`src/rtl/apb_master_arbiter_if.sv`:
```
// ---------------------------------------------------------------------------
// apb_master_arbiter_if
//   Bundles the requester-side handshake and the APB master bus used by
//   apb_master_arbiter.
//   master modport : arbiter side (consumes requests, drives the APB bus)
//   slave modport  : environment side (requesters plus the APB slave)
//   Requester fields are packed, requester i at [i*W +: W].
//   Signals:
//     req_valid/req_addr/req_wdata/req_write/req_strb  request from requesters
//     req_ready                                        one-hot accept pulse
//     rsp_valid/rsp_rdata/rsp_err                      completion to owner
//     PSELx/PENABLE/PADDR/PWDATA/PWRITE/PSTRB          APB request side
//     PREADY/PRDATA                                    APB response side
// ---------------------------------------------------------------------------
interface apb_master_arbiter_if #(
  parameter int NREQ       = 2,
  parameter int DATA_WIDTH = 32,
  parameter int ADDR_WIDTH = 32,
  parameter int NBYTES     = DATA_WIDTH / 8
);
  logic [NREQ-1:0]            req_valid;
  logic [NREQ*ADDR_WIDTH-1:0] req_addr;
  logic [NREQ*DATA_WIDTH-1:0] req_wdata;
  logic [NREQ-1:0]            req_write;
  logic [NREQ*NBYTES-1:0]     req_strb;
  logic [NREQ-1:0]            req_ready;
  logic [NREQ-1:0]            rsp_valid;
  logic [DATA_WIDTH-1:0]      rsp_rdata;
  logic                       rsp_err;

  logic                       PSELx;
  logic                       PENABLE;
  logic [ADDR_WIDTH-1:0]      PADDR;
  logic [DATA_WIDTH-1:0]      PWDATA;
  logic                       PWRITE;
  logic [NBYTES-1:0]          PSTRB;
  logic                       PREADY;
  logic [DATA_WIDTH-1:0]      PRDATA;

  modport master (
    input  req_valid, req_addr, req_wdata, req_write, req_strb, PREADY, PRDATA,
    output req_ready, rsp_valid, rsp_rdata, rsp_err,
    output PSELx, PENABLE, PADDR, PWDATA, PWRITE, PSTRB
  );

  modport slave (
    output req_valid, req_addr, req_wdata, req_write, req_strb, PREADY, PRDATA,
    input  req_ready, rsp_valid, rsp_rdata, rsp_err,
    input  PSELx, PENABLE, PADDR, PWDATA, PWRITE, PSTRB
  );
endinterface

```
`src/rtl/apb_master_arbiter.sv`:
```
// ---------------------------------------------------------------------------
// apb_master_arbiter
//   Shares one APB master port between NREQ requesters with round-robin
//   arbitration. Each accepted request runs IDLE -> SETUP -> ACCESS -> IDLE;
//   the owner gets a one-cycle rsp_valid pulse (with read data) in the first
//   IDLE cycle after PREADY is sampled.
//   Ports:
//     PCLK    clock
//     PRESET  synchronous active-high reset
//     bus     apb_master_arbiter_if.master (requester handshake + APB bus)
//   Optional feature macro: APB_TIMEOUT_EN
//     defined   : ACCESS is abandoned after TIMEOUT cycles without PREADY,
//                 completing with rsp_err=1 and rsp_rdata=0.
//     undefined : ACCESS waits for PREADY indefinitely; rsp_err is tied 0.
// ---------------------------------------------------------------------------
module apb_master_arbiter #(
  parameter int NREQ       = 2,
  parameter int DATA_WIDTH = 32,
  parameter int ADDR_WIDTH = 32,
  parameter int NBYTES     = DATA_WIDTH / 8,
  parameter int TIMEOUT    = 16
) (
  input  logic                 PCLK,
  input  logic                 PRESET,
  apb_master_arbiter_if.master bus
);

  localparam int IDX_W = (NREQ > 1) ? $clog2(NREQ) : 1;

  // Elaboration-time parameter sanity checks.
  if (NREQ < 2 || NREQ > 8) begin : g_bad_nreq
    $error("apb_master_arbiter: NREQ must be 2..8");
  end
  if (TIMEOUT < 1) begin : g_bad_timeout
    $error("apb_master_arbiter: TIMEOUT must be >= 1");
  end

  typedef enum logic [1:0] {
    IDLE   = 2'd0,
    SETUP  = 2'd1,
    ACCESS = 2'd2
  } state_t;

  state_t           state;
  logic [IDX_W-1:0] rr;
  logic [IDX_W-1:0] owner;
  logic [IDX_W-1:0] winner;
  logic [IDX_W-1:0] cand;
  logic             found;

`ifdef APB_TIMEOUT_EN
  localparam int CNT_W = $clog2(TIMEOUT + 1);
  logic [CNT_W-1:0] to_cnt;
`else
  assign bus.rsp_err = 1'b0;
`endif

  // Round-robin search: first valid requester at or after rr, wrapping.
  always_comb begin
    found  = 1'b0;
    winner = '0;
    cand   = '0;
    for (int k = 0; k < NREQ; k++) begin
      cand = IDX_W'((int'(rr) + k) % NREQ);
      if (!found && bus.req_valid[cand]) begin
        found  = 1'b1;
        winner = cand;
      end
    end
  end

  // Accept pulse is combinational so the requester sees it in the same IDLE
  // cycle that the request fields are latched; suppressed during reset.
  assign bus.req_ready = (state == IDLE && found && !PRESET) ?
                         (NREQ'(1) << winner) : '0;

  always_ff @(posedge PCLK) begin
    if (PRESET) begin
      state         <= IDLE;
      rr            <= '0;
      owner         <= '0;
      bus.PSELx     <= 1'b0;
      bus.PENABLE   <= 1'b0;
      bus.PADDR     <= '0;
      bus.PWDATA    <= '0;
      bus.PWRITE    <= 1'b0;
      bus.PSTRB     <= '0;
      bus.rsp_valid <= '0;
      bus.rsp_rdata <= '0;
`ifdef APB_TIMEOUT_EN
      bus.rsp_err   <= 1'b0;
      to_cnt        <= '0;
`endif
    end else begin
      bus.rsp_valid <= '0;
      case (state)
        IDLE: begin
          if (found) begin
            owner       <= winner;
            rr          <= IDX_W'((int'(winner) + 1) % NREQ);
            bus.PADDR   <= bus.req_addr[winner*ADDR_WIDTH +: ADDR_WIDTH];
            bus.PWDATA  <= bus.req_wdata[winner*DATA_WIDTH +: DATA_WIDTH];
            bus.PWRITE  <= bus.req_write[winner];
            // Reads never carry strobes on the bus.
            bus.PSTRB   <= bus.req_write[winner] ?
                           bus.req_strb[winner*NBYTES +: NBYTES] : '0;
            bus.PSELx   <= 1'b1;
            bus.PENABLE <= 1'b0;
`ifdef APB_TIMEOUT_EN
            to_cnt      <= '0;
`endif
            state       <= SETUP;
          end
        end
        SETUP: begin
          bus.PENABLE <= 1'b1;
          state       <= ACCESS;
        end
        ACCESS: begin
          if (bus.PREADY) begin
            bus.PSELx     <= 1'b0;
            bus.PENABLE   <= 1'b0;
            bus.rsp_valid <= NREQ'(1) << owner;
            bus.rsp_rdata <= bus.PWRITE ? '0 : bus.PRDATA;
`ifdef APB_TIMEOUT_EN
            bus.rsp_err   <= 1'b0;
`endif
            state         <= IDLE;
          end
`ifdef APB_TIMEOUT_EN
          // Limit reached on this cycle with no PREADY: abandon the transfer.
          else if (to_cnt == CNT_W'(TIMEOUT - 1)) begin
            bus.PSELx     <= 1'b0;
            bus.PENABLE   <= 1'b0;
            bus.rsp_valid <= NREQ'(1) << owner;
            bus.rsp_rdata <= '0;
            bus.rsp_err   <= 1'b1;
            state         <= IDLE;
          end else begin
            to_cnt <= to_cnt + CNT_W'(1);
          end
`endif
        end
        default: begin
          bus.PSELx   <= 1'b0;
          bus.PENABLE <= 1'b0;
          state       <= IDLE;
        end
      endcase
    end
  end

endmodule
```
`src/flat_wrapper.sv`:
```
// flat-port wrapper written by rule: the top's interface ports become plain ports
module apb_master_arbiter_flat 
#(
  parameter int NREQ       = 2,
  parameter int DATA_WIDTH = 32,
  parameter int ADDR_WIDTH = 32,
  parameter int NBYTES     = DATA_WIDTH / 8,
  parameter int TIMEOUT    = 16
)
  (PCLK, PRESET, bus_req_valid, bus_req_addr, bus_req_wdata, bus_req_write, bus_req_strb, bus_PREADY, bus_PRDATA, bus_req_ready, bus_rsp_valid, bus_rsp_rdata, bus_rsp_err, bus_PSELx, bus_PENABLE, bus_PADDR, bus_PWDATA, bus_PWRITE, bus_PSTRB);
  apb_master_arbiter_if #(.NREQ(NREQ), .DATA_WIDTH(DATA_WIDTH), .ADDR_WIDTH(ADDR_WIDTH), .NBYTES(NBYTES)) bus_i ();
  input  logic PCLK;
  input  logic PRESET;
  input wire logic [$bits(bus_i.req_valid)-1:0] bus_req_valid;
  input wire logic [$bits(bus_i.req_addr)-1:0] bus_req_addr;
  input wire logic [$bits(bus_i.req_wdata)-1:0] bus_req_wdata;
  input wire logic [$bits(bus_i.req_write)-1:0] bus_req_write;
  input wire logic [$bits(bus_i.req_strb)-1:0] bus_req_strb;
  input wire logic [$bits(bus_i.PREADY)-1:0] bus_PREADY;
  input wire logic [$bits(bus_i.PRDATA)-1:0] bus_PRDATA;
  output wire logic [$bits(bus_i.req_ready)-1:0] bus_req_ready;
  output wire logic [$bits(bus_i.rsp_valid)-1:0] bus_rsp_valid;
  output wire logic [$bits(bus_i.rsp_rdata)-1:0] bus_rsp_rdata;
  output wire logic [$bits(bus_i.rsp_err)-1:0] bus_rsp_err;
  output wire logic [$bits(bus_i.PSELx)-1:0] bus_PSELx;
  output wire logic [$bits(bus_i.PENABLE)-1:0] bus_PENABLE;
  output wire logic [$bits(bus_i.PADDR)-1:0] bus_PADDR;
  output wire logic [$bits(bus_i.PWDATA)-1:0] bus_PWDATA;
  output wire logic [$bits(bus_i.PWRITE)-1:0] bus_PWRITE;
  output wire logic [$bits(bus_i.PSTRB)-1:0] bus_PSTRB;
  assign bus_i.req_valid = bus_req_valid;
  assign bus_i.req_addr = bus_req_addr;
  assign bus_i.req_wdata = bus_req_wdata;
  assign bus_i.req_write = bus_req_write;
  assign bus_i.req_strb = bus_req_strb;
  assign bus_i.PREADY = bus_PREADY;
  assign bus_i.PRDATA = bus_PRDATA;
  assign bus_req_ready = bus_i.req_ready;
  assign bus_rsp_valid = bus_i.rsp_valid;
  assign bus_rsp_rdata = bus_i.rsp_rdata;
  assign bus_rsp_err = bus_i.rsp_err;
  assign bus_PSELx = bus_i.PSELx;
  assign bus_PENABLE = bus_i.PENABLE;
  assign bus_PADDR = bus_i.PADDR;
  assign bus_PWDATA = bus_i.PWDATA;
  assign bus_PWRITE = bus_i.PWRITE;
  assign bus_PSTRB = bus_i.PSTRB;
  apb_master_arbiter #(.NREQ(NREQ), .DATA_WIDTH(DATA_WIDTH), .ADDR_WIDTH(ADDR_WIDTH), .NBYTES(NBYTES), .TIMEOUT(TIMEOUT)) u_core (.PCLK(PCLK), .PRESET(PRESET), .bus(bus_i));
endmodule
```
`config.mk`:
```
export PLATFORM = sky130hd
export DESIGN_NAME = apb_master_arbiter_flat
export DESIGN_NICKNAME = d
export VERILOG_FILES = /design/src/rtl/apb_master_arbiter_if.sv /design/src/rtl/apb_master_arbiter.sv /design/src/flat_wrapper.sv
export SDC_FILE = /design/constraint.sdc
export NUM_CORES = 1
export LEC_CHECK = 0
export ABC_AREA = 0
export CORE_AREA = 2 2 110 112
export DETAILED_ROUTE_END_ITERATION = 10
export DIE_AREA = 0 0 112 114
export PLACE_DENSITY = 0.77
export SLEW_MARGIN = 20
export SYNTH_ARGS = -nofsm -noshare
export SYNTH_HDL_FRONTEND = slang
export SYNTH_SLANG_ARGS = --single-unit
```
`constraint.sdc`:
```
create_clock -name PCLK -period 2.5 [get_ports PCLK]
set_input_delay 0.5 -clock PCLK [delete_from_list [all_inputs] [get_ports PCLK]]
set_output_delay 0.5 -clock PCLK [all_outputs]
set_load 0.01 [all_outputs]
```
== Word level (Yosys, flattened, before mapping) ==
Index checks and enable logic that the tools add are counted.
W data, S select, Z words.
Word-level totals
  bits in registers: 109
  input port bits: 175
  output and inout port bits: 108
  logic and storage cells: 60
Operators by class
  add/subtract/negate cells: 2
  magnitude comparators: 3
  eq/ne operators: 4
  shift operators: 5
  mux-type cells: 21
  bitwise logic cells: 3
  reductions and logical operators: 11
Operators with widths (number)
  $shiftx A64 B7 Y32: 2
  $mux W32: 1
  $mux W1: 13
  $shiftx A8 B4 Y4: 1
  $lt A1 B2 Y1 const B: 3
  $mux W2: 3
  $pmux W1 S3: 2
  $pmux W2 S3: 1
  $reduce_and A2 Y1: 3
  $mux W4: 1
  $shl A1 B1 Y2 const A: 2
  $logic_and A1 B1 Y1: 3
  $not A1 Y1: 3
  $reduce_and A3 Y1: 1
  $reduce_or A3 Y1: 1
  $add A1 B1 Y1 const B: 2
  $eq A2 B1 Y1 const B: 1
  $eq A2 B2 Y1 const B: 1
  $logic_not A1 Y1: 2
  $logic_not A2 Y1: 1
  $ne A2 B1 Y1 const B: 1
  $ne A2 B2 Y1 const B: 1

== Longest topological paths before layout ==
  depth after elaboration: 9
  mapped depth: 6
  depth with buffers taken out: 4

== Worst setup path after synthesis ==
OpenSTA, ideal clock, no wires.
  path kind: in2out
  from: in bus_req_valid[1]
  to: out bus_req_ready[1]
  data arrival time: 1.068 ns
  required time: 2.000 ns
  slack: 0.932 ns
  stages: 3
  path buffers: 2
  path through: buf_2 and4b_4 buf_2
Between the ends
  word-level cells in the longest chain between the ends: 9
  elaborated cells between the ends (all ways): 14
  those cells by class: 1 x shift; 9 x mux; 4 x reduce/logical
RTL lines
  start: declaration: RTL line flat_wrapper.sv:14  | input wire logic [$bits(bus_i.req_valid)-1:0] bus_req_valid;
  $mux W1 (implied by the code) (2 in a row): RTL line apb_master_arbiter.sv:65  | if (!found && bus.req_valid[cand]) begin
  $mux W1: RTL line apb_master_arbiter.sv:65
  $logic_not A1 Y1: RTL line apb_master_arbiter.sv:65
  $logic_and A1 B1 Y1: RTL line apb_master_arbiter.sv:65
  $mux W1: RTL line apb_master_arbiter.sv:65
  $logic_and A1 B1 Y1 (2 in a row): RTL line apb_master_arbiter.sv:74  | assign bus.req_ready = (state == IDLE && found && !PRESET) ?
  $mux W2 *: RTL line apb_master_arbiter.sv:74
  end: declaration: RTL line flat_wrapper.sv:21  | output wire logic [$bits(bus_i.req_ready)-1:0] bus_req_ready;
Every way passes the cells marked *; elsewhere a longest branch is shown, timed or not. The select of a mux whose other input is x is not followed.

== Worst setup path in the final report ==
  from: in bus_req_valid[0]
  to: out bus_req_ready[0]
Same word-level chain as after synthesis.

==> flow_summary.toml <==
[pwr]
switchingPower_mw = 1.07
power_frac_clock = 0.345
powerDensity_nw_per_um2 = 615
p_seq_frac = 0.436
p_int_mw = 3.37
irDropWorstVdd_mv = 0.412
switching_share = 0.241
combPwrFrac = 0.219
power_leakage_nw = 3.26

[placed_design]
place_area_sq_um = 6900
place_hpwl_um = 10000
place_ws_ps = -148
place_congestion = 0.799
dp_cells = 757
portBuffers = 281

[clock_network]
cts_hold_buffers = 0
clk_pin_slew_ps = 70
clk_path_buf_depth = 2
cts-root-buf = "clkbuf_16"
cts_sinks = 108
clkLatencyLatePin_ps = 350
cts_made_buffers = 9
h-tree-depth = 3
cts_tree = "yes"

[final_layout]
n_antenna_cell = 0
num-fill-cells = 982
multi_input_area_sq_um = 1630
final_cells = 773
drive_gt1_frac = 0.0543
nNetsFinal = 796
mostFrequentLayoutCells = "clkdlybuf4s50_1 (278), dfxtp_1 (108), a22o_1 (96)"
final_common_cell = "clkdlybuf4s50_1"
postLayoutCellArea_sq_um = 7220
seq_area_sq_um = 2160
synthToLayoutAreaGrowth_pct = 81.3

[logic_synthesis]
yosysUniqueCellTypes = 27
synth_top_area_cell = "dfxtp_1"
seq_area_frac_synth = 0.543
ys_top_cells_by_area = "dfxtp_1 (54%), a22o_1 (21%), a21o_1 (12%)"
netlist_area_sq_um = 3980
synth_cells = 348
syn_nets = 523
synth_top_cell_area_share = 0.543
syn_area_per_cell_sq_um = 11.4
ys_seq_elements = 108
ys_warn_count = 0

[critical_path]
path_class = "input port to output pin"
endpoint = "bus_req_ready[0]"
worst_r2r_path_depth = 5
r2r_end = "u_core.bus.PADDR[15]"
crit_family = "buffers and inverters"
crit_slowest_cell = "clkdlybuf4s50_1"
crit_start = "bus_req_valid[0]"
cp.depth = 4
ff2ff_setup_slack_ps = 640
crit_buf_inv = 2
critPathLaunchType = "input port"
critPathRequiredTime_ps = 2000
critPathMaxStageDelay_ps = 520
reg2reg_from = "u_core.state[0]"
worstSetupEndpointType = "output pin"
arrival_ps = 1750
crit_chain = "clkdlybuf4s50_1 > a21boi_1 > and3b_2 > dlygate4sd2_1"
cp_max_fo = 3

[route]
routed_wl_um = 13100
drt_iter0_drc = 181
vias_per_cell = 4.98
vias = 3852
route.detailed.drc = 0
ant_nets = 0
wl_per_cell_um = 16.9
drtPass1Iterations = 4

[floorplan]
coreArea_sq_um = 11700
start_util = 0.340
die_area_sq_um = 12800
pin_count = 283
die_w_um = 112
die_y_um = 114
rows = 40

[sta]
setup_tns_ps = 0
hold_slack_ps = 446
tightest_slew_ps = 716
rsz0062_at_grt = "false"
fmax_mhz = 445
final_hold_viol_count = 0
setup-violations-final = 0
fin_ws_ps = 251
post-route-period-util = 0.900
fin_crit_ps = 2250
slew_viol_final = 0
skew_ps = 10.3
slew_headroom = 0.521

[min_path]
worstHoldPathCells = 1
hold_class = "flop to flop"

[global_route]
grt_use_met1 = 0.218
grt_max_degree = 66
met2_usage = 0.352
grt_overflow = 0
antenna_found_initial = 0
grtUsageTotal = 0.194
grt_pass1_wl_um = 19600
globalRoute.busiestLayer = "met2"
grtUsageMet3 = 0.0494
first_global_vias = 3885

[status]
outcome = "complete, no violations"

[flow_run]
cap_viol_max_count = 0
==> worst min-delay path by stage <==
stage	startpoint	end	slack [ps]
CTS	u_core.owner	u_core.bus.rsp_valid[0]	450
global route	u_core.bus.PWDATA[18]	u_core.bus.PWDATA[18]	470
detailed placement	u_core.owner	u_core.bus.rsp_valid[0]	440
global placement	u_core.owner	u_core.bus.rsp_valid[0]	420
floorplan	u_core.owner	u_core.bus.rsp_valid[0]	410
finish	u_core.owner	u_core.bus.rsp_valid[0]	450
==> Yosys cell counts (all sizes together) <==
cell,count
a211oi,1
a21boi,5
a21o,66
a21oi,6
a22o,96
and3,5
and3b,1
and4,1
and4b,1
buf,26
clkbuf,4
conb,1
dfxtp,108
inv,2
nand2,6
nand2b,1
nor2,9
nor2b,1
nor3,1
o21ai,2
o22ai,4
or3,1
==> state kept, by name, indices dropped and copies added, names as in the netlist, 2 cells and up <==
signal                cells
u_core.bus.PADDR         32
u_core.bus.PSTRB          4
u_core.bus.PWDATA        32
u_core.bus.rsp_rdata     32
u_core.bus.rsp_valid      2
==> metrics by stage <==
stage           util  total power, mW
6_report       0.616             4.44
5_1_grt        0.616             4.62
4_1_cts        0.616             4.49
3_5_place_dp   0.589             2.95
3_3_place_gp   0.589             2.93
2_1_floorplan      -             2.33
==> kinds of logic (layout without fill, tap and decap cells) <==
kind of cell | Yosys count | in the layout | synth area share
buffers and inverters | 32 | 310 | 0.0509
other | 1 | 1 | 0.000942
flip-flops | 108 | 108 | 0.543
AND/OR/NAND/NOR | 27 | 27 | 0.0409
AO/OA/AOI/OAI | 180 | 180 | 0.364
==> routing by layer <==
metal	up-vias	part of all wire
li1	1861	-
met1	1803	0.40
met2	167	0.51
met3	21	0.069
met4	0	0.024
met5	-	0
==> cell type report <==
class	count	area share
multi-input combinational	208	0.225
inverter	2	0.00104
timing repair buffer	292	0.404
tap	147	0.0255
sequential	108	0.299
clock inverter	6	0.0132
clock buffer	10	0.0317
==> worst reg2reg max path, stage by stage (launching register included) <==
cell and delay, ps:
dfxtp_1 360, nor2_2 230, and4b_4 280, buf_4 550, a22o_1 280, a21o_1 100
==> what timing repair did <==
item,in CTS,in global routing
gates resized for setup,3,0
setup endpoints to repair,2,0
buffers inserted,0,0
==> power groups by stage <==
| stage | logic (mW) | clock network (mW) | registers (mW) |
|---|---|---|---|
| CTS | 0.984 | 1.58 | 1.93 |
| detailed placement | 0.981 | 0 | 1.97 |
| finish | 0.973 | 1.53 | 1.94 |
| floorplan | 0.295 | 0 | 2.03 |
| global route | 1.03 | 1.64 | 1.95 |
| global placement | 0.962 | 0 | 1.97 |
Power figures use the tool's default switching activity.
